<file path="config.mk">
export PLATFORM = sky130hd
export DESIGN_NAME = rob_rd_sched
export DESIGN_NICKNAME = d
export VERILOG_FILES = /design/src/rtl/rob_rd_sched.sv
export SDC_FILE = /design/constraint.sdc
export NUM_CORES = 1
export LEC_CHECK = 0
export ABC_AREA = 1
export CELL_PAD_IN_SITES_DETAIL_PLACEMENT = 1
export CELL_PAD_IN_SITES_GLOBAL_PLACEMENT = 1
export CORE_ASPECT_RATIO = 1.5
export CORE_MARGIN = 2
export CORE_UTILIZATION = 42
export CTS_CLUSTER_DIAMETER = 60
export DETAILED_ROUTE_END_ITERATION = 16
export PLACE_DENSITY = 0.83
export SLEW_MARGIN = 20
export SYNTH_ARGS = -nofsm -noshare
export SYNTH_HDL_FRONTEND = slang
export SYNTH_SLANG_ARGS = --single-unit
</file>
<file path="constraint.sdc">
create_clock -name clk -period 4.4 [get_ports clk]
set_input_delay 1.32 -clock clk [delete_from_list [all_inputs] [get_ports clk]]
set_output_delay 1.32 -clock clk [all_outputs]
set_load 0.02 [all_outputs]
</file>
<file path="src/rtl/rob_rd_sched.sv">
// rob_rd_sched: read-response scheduler and reorder-buffer controller.
//
// Keeps a compacted list of outstanding read IDs, with ent[0] the oldest. An
// entry is allocated on each accepted AR and retired on the RLAST beat of its
// response. Slave R channels are arbitrated round-robin onto the master R
// channel. A slave can be granted only when its RID is the oldest outstanding
// ID of its master. The grant is held until RLAST.
//
// Ports:
//   clk, rstn        clock; synchronous active-low reset
//   ar_valid, ar_id  AR issue from the master-side AR mux
//   ar_ready         ROB has space (!full, with no same-cycle bypass)
//   s_rvalid/s_rid/s_rlast  per-slave R channel; slave i RID is s_rid[i*IDW +: IDW]
//   s_rready         per-slave RREADY
//   m_rready         RREADY from the master side
//   r_grant          registered one-hot R mux select; zero when idle
//   count, full, empty  ROB fill level and status
//   orphan_err       sticky flag: an orphan response was drained
//
// Optional feature macro: ROB_ORPHAN_DRAIN_EN. When it is defined, a response
// whose RID matches no entry is drained and discarded. Without it, such a
// response is never accepted and orphan_err is tied low.
//
// state  | meaning
// IDLE   | no burst owns the R channel; evaluate eligibility each cycle
// BURST  | r_grant locked on one slave until its RLAST beat
// DRAIN  | (macro only) discard an orphan burst until RLAST, r_grant = 0

module rob_rd_sched #(
  parameter int DEPTH = 4,
  parameter int IDW   = 8,
  parameter int NS    = 3
) (
  input  logic                    clk,
  input  logic                    rstn,
  input  logic                    ar_valid,
  input  logic [IDW-1:0]          ar_id,
  output logic                    ar_ready,
  input  logic [NS-1:0]           s_rvalid,
  input  logic [NS*IDW-1:0]       s_rid,
  input  logic [NS-1:0]           s_rlast,
  output logic [NS-1:0]           s_rready,
  input  logic                    m_rready,
  output logic [NS-1:0]           r_grant,
  output logic [$clog2(DEPTH):0]  count,
  output logic                    full,
  output logic                    empty,
  output logic                    orphan_err
);

  localparam int CW = $clog2(DEPTH) + 1;
  localparam int IW = $clog2(DEPTH);
  localparam int PW = (NS > 1) ? $clog2(NS) : 1;
  localparam int TW = IDW / 2;

  typedef enum logic [1:0] {
    ST_IDLE  = 2'd0,
`ifdef ROB_ORPHAN_DRAIN_EN
    ST_BURST = 2'd1,
    ST_DRAIN = 2'd2
`else
    ST_BURST = 2'd1
`endif
  } state_t;

  state_t          state_q, state_d;
  logic [IDW-1:0]  ent_q [DEPTH];
  logic [IDW-1:0]  ent_d [DEPTH];
  logic [CW-1:0]   count_q, count_d;
  logic [NS-1:0]   grant_q, grant_d;
  logic [IW-1:0]   hit_q, hit_d;
  logic [PW-1:0]   rr_q, rr_d;

  logic            ar_fire;
  logic            retire;
  logic [CW-1:0]   alloc_idx;

  logic [NS-1:0]   elig;
  logic [NS-1:0]   seen_tag;
  logic [IW-1:0]   hit [NS];
  logic            win_found;
  logic [PW-1:0]   win_idx;
  int              rr_idx;

`ifdef ROB_ORPHAN_DRAIN_EN
  logic [NS-1:0]   orphan;
  logic [PW-1:0]   orph_idx;
  logic [PW-1:0]   drain_q, drain_d;
  logic            orphan_q, orphan_d;
`endif

  assign full       = (count_q == CW'(DEPTH));
  assign empty      = (count_q == '0);
  assign ar_ready   = !full;
  assign ar_fire    = ar_valid && ar_ready;
  assign count      = count_q;
  assign r_grant    = grant_q;
`ifdef ROB_ORPHAN_DRAIN_EN
  assign orphan_err = orphan_q;
`else
  assign orphan_err = 1'b0;
`endif

  // The oldest entry carrying the RID's master tag must be the RID itself.
  // Any younger exact match is ignored because the older one blocks it.
  always_comb begin
    elig     = '0;
    seen_tag = '0;
`ifdef ROB_ORPHAN_DRAIN_EN
    orphan   = s_rvalid;
`endif
    for (int i = 0; i < NS; i++) begin
      hit[i] = '0;
      for (int j = 0; j < DEPTH; j++) begin
        if (j < int'(count_q)) begin
`ifdef ROB_ORPHAN_DRAIN_EN
          if (ent_q[j] == s_rid[i*IDW +: IDW]) orphan[i] = 1'b0;
`endif
          if (!seen_tag[i] && (ent_q[j][IDW-1:TW] == s_rid[i*IDW+TW +: IDW-TW])) begin
            seen_tag[i] = 1'b1;
            if (ent_q[j] == s_rid[i*IDW +: IDW]) begin
              elig[i] = s_rvalid[i];
              hit[i]  = IW'(j);
            end
          end
        end
      end
    end
  end

  // Round-robin pick, starting the search at rr_q.
  always_comb begin
    win_found = 1'b0;
    win_idx   = '0;
    rr_idx    = 0;
    for (int off = 0; off < NS; off++) begin
      rr_idx = int'(rr_q) + off;
      if (rr_idx >= NS) rr_idx = rr_idx - NS;
      if (!win_found && elig[rr_idx]) begin
        win_found = 1'b1;
        win_idx   = PW'(rr_idx);
      end
    end
  end

`ifdef ROB_ORPHAN_DRAIN_EN
  always_comb begin
    orph_idx = '0;
    for (int i = NS - 1; i >= 0; i--) begin
      if (orphan[i]) orph_idx = PW'(i);
    end
  end
`endif

  always_comb begin
    state_d  = state_q;
    grant_d  = grant_q;
    hit_d    = hit_q;
    rr_d     = rr_q;
    retire   = 1'b0;
    s_rready = '0;
`ifdef ROB_ORPHAN_DRAIN_EN
    drain_d  = drain_q;
    orphan_d = orphan_q;
`endif
    case (state_q)
      ST_IDLE: begin
        if (win_found) begin
          state_d = ST_BURST;
          grant_d = NS'(1) << win_idx;
          hit_d   = hit[win_idx];
          rr_d    = (win_idx == PW'(NS - 1)) ? '0 : win_idx + PW'(1);
        end
`ifdef ROB_ORPHAN_DRAIN_EN
        else if (|orphan) begin
          state_d  = ST_DRAIN;
          drain_d  = orph_idx;
          orphan_d = 1'b1;
        end
`endif
      end
      ST_BURST: begin
        s_rready = grant_q & {NS{m_rready}};
        if (m_rready && |(grant_q & s_rvalid & s_rlast)) begin
          retire  = 1'b1;
          state_d = ST_IDLE;
          grant_d = '0;
        end
      end
`ifdef ROB_ORPHAN_DRAIN_EN
      ST_DRAIN: begin
        // Orphan beats are accepted regardless of the master side.
        s_rready = NS'(1) << drain_q;
        if (s_rvalid[drain_q] && s_rlast[drain_q]) state_d = ST_IDLE;
      end
`endif
      default: state_d = ST_IDLE;
    endcase
  end

  // Retire compacts entries above hit_q down by one. A concurrent allocate
  // then lands at the new top, so it is still the youngest entry.
  always_comb begin
    for (int j = 0; j < DEPTH; j++) ent_d[j] = ent_q[j];
    count_d   = count_q;
    alloc_idx = retire ? count_q - CW'(1) : count_q;
    if (retire) begin
      for (int j = 0; j < DEPTH - 1; j++) begin
        if (j >= int'(hit_q)) ent_d[j] = ent_q[j+1];
      end
    end
    if (ar_fire) begin
      for (int j = 0; j < DEPTH; j++) begin
        if (j == int'(alloc_idx)) ent_d[j] = ar_id;
      end
    end
    if (retire && !ar_fire)      count_d = count_q - CW'(1);
    else if (ar_fire && !retire) count_d = count_q + CW'(1);
  end

  always_ff @(posedge clk) begin
    if (!rstn) begin
      state_q <= ST_IDLE;
      for (int j = 0; j < DEPTH; j++) ent_q[j] <= '0;
      count_q <= '0;
      grant_q <= '0;
      hit_q   <= '0;
      rr_q    <= '0;
`ifdef ROB_ORPHAN_DRAIN_EN
      drain_q  <= '0;
      orphan_q <= 1'b0;
`endif
    end else begin
      state_q <= state_d;
      for (int j = 0; j < DEPTH; j++) ent_q[j] <= ent_d[j];
      count_q <= count_d;
      grant_q <= grant_d;
      hit_q   <= hit_d;
      rr_q    <= rr_d;
`ifdef ROB_ORPHAN_DRAIN_EN
      drain_q  <= drain_d;
      orphan_q <= orphan_d;
`endif
    end
  end

endmodule

</file>
==> reports/metrics.cfg <==
[place]
dp_hpwl_mm = 10.81
place_congestion = 0.9177
place.port_buffers = 53
place_inst = 776
dpl-instance-area_um2 = 4512

[layout]
fin_area_um2 = 4690
synthToLayoutAreaGrowth_pct = 20.59
final_util_pct = 51.27
final_common_cell = nand2_1
ff_latch_area_um2 = 860.8
nNetsFinal = 720
final_cell_mix = nand2_1 (143), o21ai_0 (63), nor2_1 (60)
fill_cells = 1241
multi_input_area_um2 = 2643
diodes = 0
stdcell_count = 784
drive_above_1_share_pct = 11.46

[clock_tree]
post_cts_buffers = 0
ctsRootBufferMaster = clkbuf_16
clockBufferDepth = 2
clock_latency_ps = 290
cts_buffers = 5
clk_pin_slew_worst_paths_ps = 60
clock_sinks = 43
htreeDepth = 2
tritoncts = yes
post_cts_resize_count = 0
hold_buffers = 0

[sta]
setup_viol = 0
finalHoldViolCount = 0
worstMarginPinSlew_ps = 818.0
fin_setup_tns_ps = 0
min_period_ps = 3903
maxSlewViolCount = 0
finalCritPeriodShare_pct = 88.70
fmax_ghz = 0.2562
rsz0062_at_grt = no
relSlewSlack_pct = 45.29
clock_skew_ps = 6.012

[setup_path]
cp_max_fo = 4
start_kind = input port
endpoint_kind = output port
crit_arrival_ps = 2580
crit_type = in -> out
required_ps = 3080

[floorplanning]
dieWidth_um = 82.57
coreArea_um2 = 9146
die_area_um2 = 10060
ios = 55
initial_core_util_pct = 42.52
die_h_um = 121.9
num_rows = 43

[routing]
first_pass_iters = 4
drc = 0
drt_wl_total_mm = 13.23
drt_iter0_markers = 159
ant_nets = 0
wl_per_cell_um = 16.87
vias_per_cell = 5.358
vias = 4201

[pwr]
power.total_mw = 1.615
leakage_nw = 2.028
ir_worst_vdd_mv = 0.2080
power_density_nw_per_um2 = 344.3

[global_route]
grt_max_degree = 22
grt-ovfl-total = 0
grt_pass1_wl_mm = 21.09
grt.total_usage_pct = 27.76
grt_pass1_vias = 4484
antenna_found_initial = 0

[run_status]
status = finished, final reports clean

[synth]
synthTopCellsByArea = dfxtp_1 (22%), nand2_1 (14%), xnor2_1 (9.0%)
synth.largest_area_cell = dfxtp_1
synth_nets = 673
syn_inst = 624
synthArstFlopShare_pct = 0
synth_cell_type_count = 32
avgSynthCellArea_um2 = 6.232
synth_enable_flop_cells = 0
synth_top_area_share_pct = 22.14
synth_seq_cells = 43
synth-seq-area-share_pct = 22.14
yosys_warnings = 0
synth.cell_area_um2 = 3889
synth_top_flop_cell = dfxtp_1

[run]
maxCapViolations = 0

[hold_path]
holdCritPathClass = reg -> reg

-- cell usage after synthesis (2+ instances only) --
| library cell | n |
|---|---|
| nand4_1 | 10 |
| nor2_1 | 60 |
| clkbuf_1 | 7 |
| buf_2 | 9 |
| nand2_1 | 143 |
| o21ai_0 | 63 |
| ha_1 | 7 |
| nand2_2 | 12 |
| inv_1 | 59 |
| xor2_1 | 24 |
| xnor2_1 | 40 |
| mux2_2 | 6 |
| o21ai_1 | 6 |
| nand3_1 | 33 |
| nand3_2 | 10 |
| nor2_2 | 9 |
| dfxtp_1 | 43 |
| clkbuf_2 | 2 |
| nor2_4 | 4 |
| inv_2 | 17 |
| a21oi_1 | 47 |
| nor3_1 | 3 |
-- routing by layer --
| metal | vias to the layer above | track usage (%) | part of all wire, % |
|---|---|---|---|
| met4 | 0 | 12.09 | 3.4 |
| met5 | - | 0 | 0 |
| met2 | 82 | 53.78 | 55 |
| met1 | 2011 | 28.37 | 38 |
| li1 | 2077 | - | - |
| met3 | 31 | 3.556 | 2.9 |
-- kinds of logic (layout without fill, tap and decap cells) --
group | count (synthesis) | count (layout) | share of synthesized area, %
mux | 6 | 6 | 1.737
xor+xnor | 64 | 64 | 14.41
buf+inv | 96 | 144 | 9.910
other cells | 1 | 1 | 0.09643
compound gates | 118 | 118 | 15.51
fa+ha+maj | 7 | 7 | 2.252
simple gates | 289 | 289 | 33.94
flops | 43 | 43 | 22.14
-- path summary, 6_finish.rpt --
check	from	end	slack, ps	depth (start not counted)
min reg2reg	rr_q[1]	rr_q[1]	510	2
min	rr_q[1]	rr_q[1]	510	2
max	m_rready	s_rready[1]	500	4
max reg2reg	count[1]	hit_q[1]	1680	20
-- layout make-up --
type	count	area share [%]
Timing Repair Buffer	60	12.43
Multi-Input combinational cell	485	56.35
Clock inverter	2	0.8271
Clock buffer	6	2.962
Sequential cell	43	18.36
Inverter	76	6.083
Tap cell	112	2.988
-- power by group --
group	switching [mW]	internal (mW)
Clock	0.168	0.286
Combinational	0.390	0.252
Sequential	0.0783	0.441
Total	0.636	0.979
-- through the flow --
| step | setup WS (ps) | hold WS [ps] |
|---|---|---|
| finish | 497.3 | 514.1 |
| global route | 392.5 | 536.9 |
| CTS | 490.0 | 515.2 |
| detailed placement | 451.6 | 504.6 |
| global placement | 514.6 | 488.8 |
| floorplan | 1388 | 460.4 |
-- state kept, by name, summed over array words and instances, names as in the netlist --
signal	count
r_grant	3
count	3
rr_q	2
hit_q	2
state_q	1
ent_q	32
-- worst max-delay path: stages --
cell,delay (ps)
clkdlybuf4s50_1,450
nand2_1,90
nor2_1,110
clkdlybuf4s50_1,610
Power figures use the tool's default switching activity.
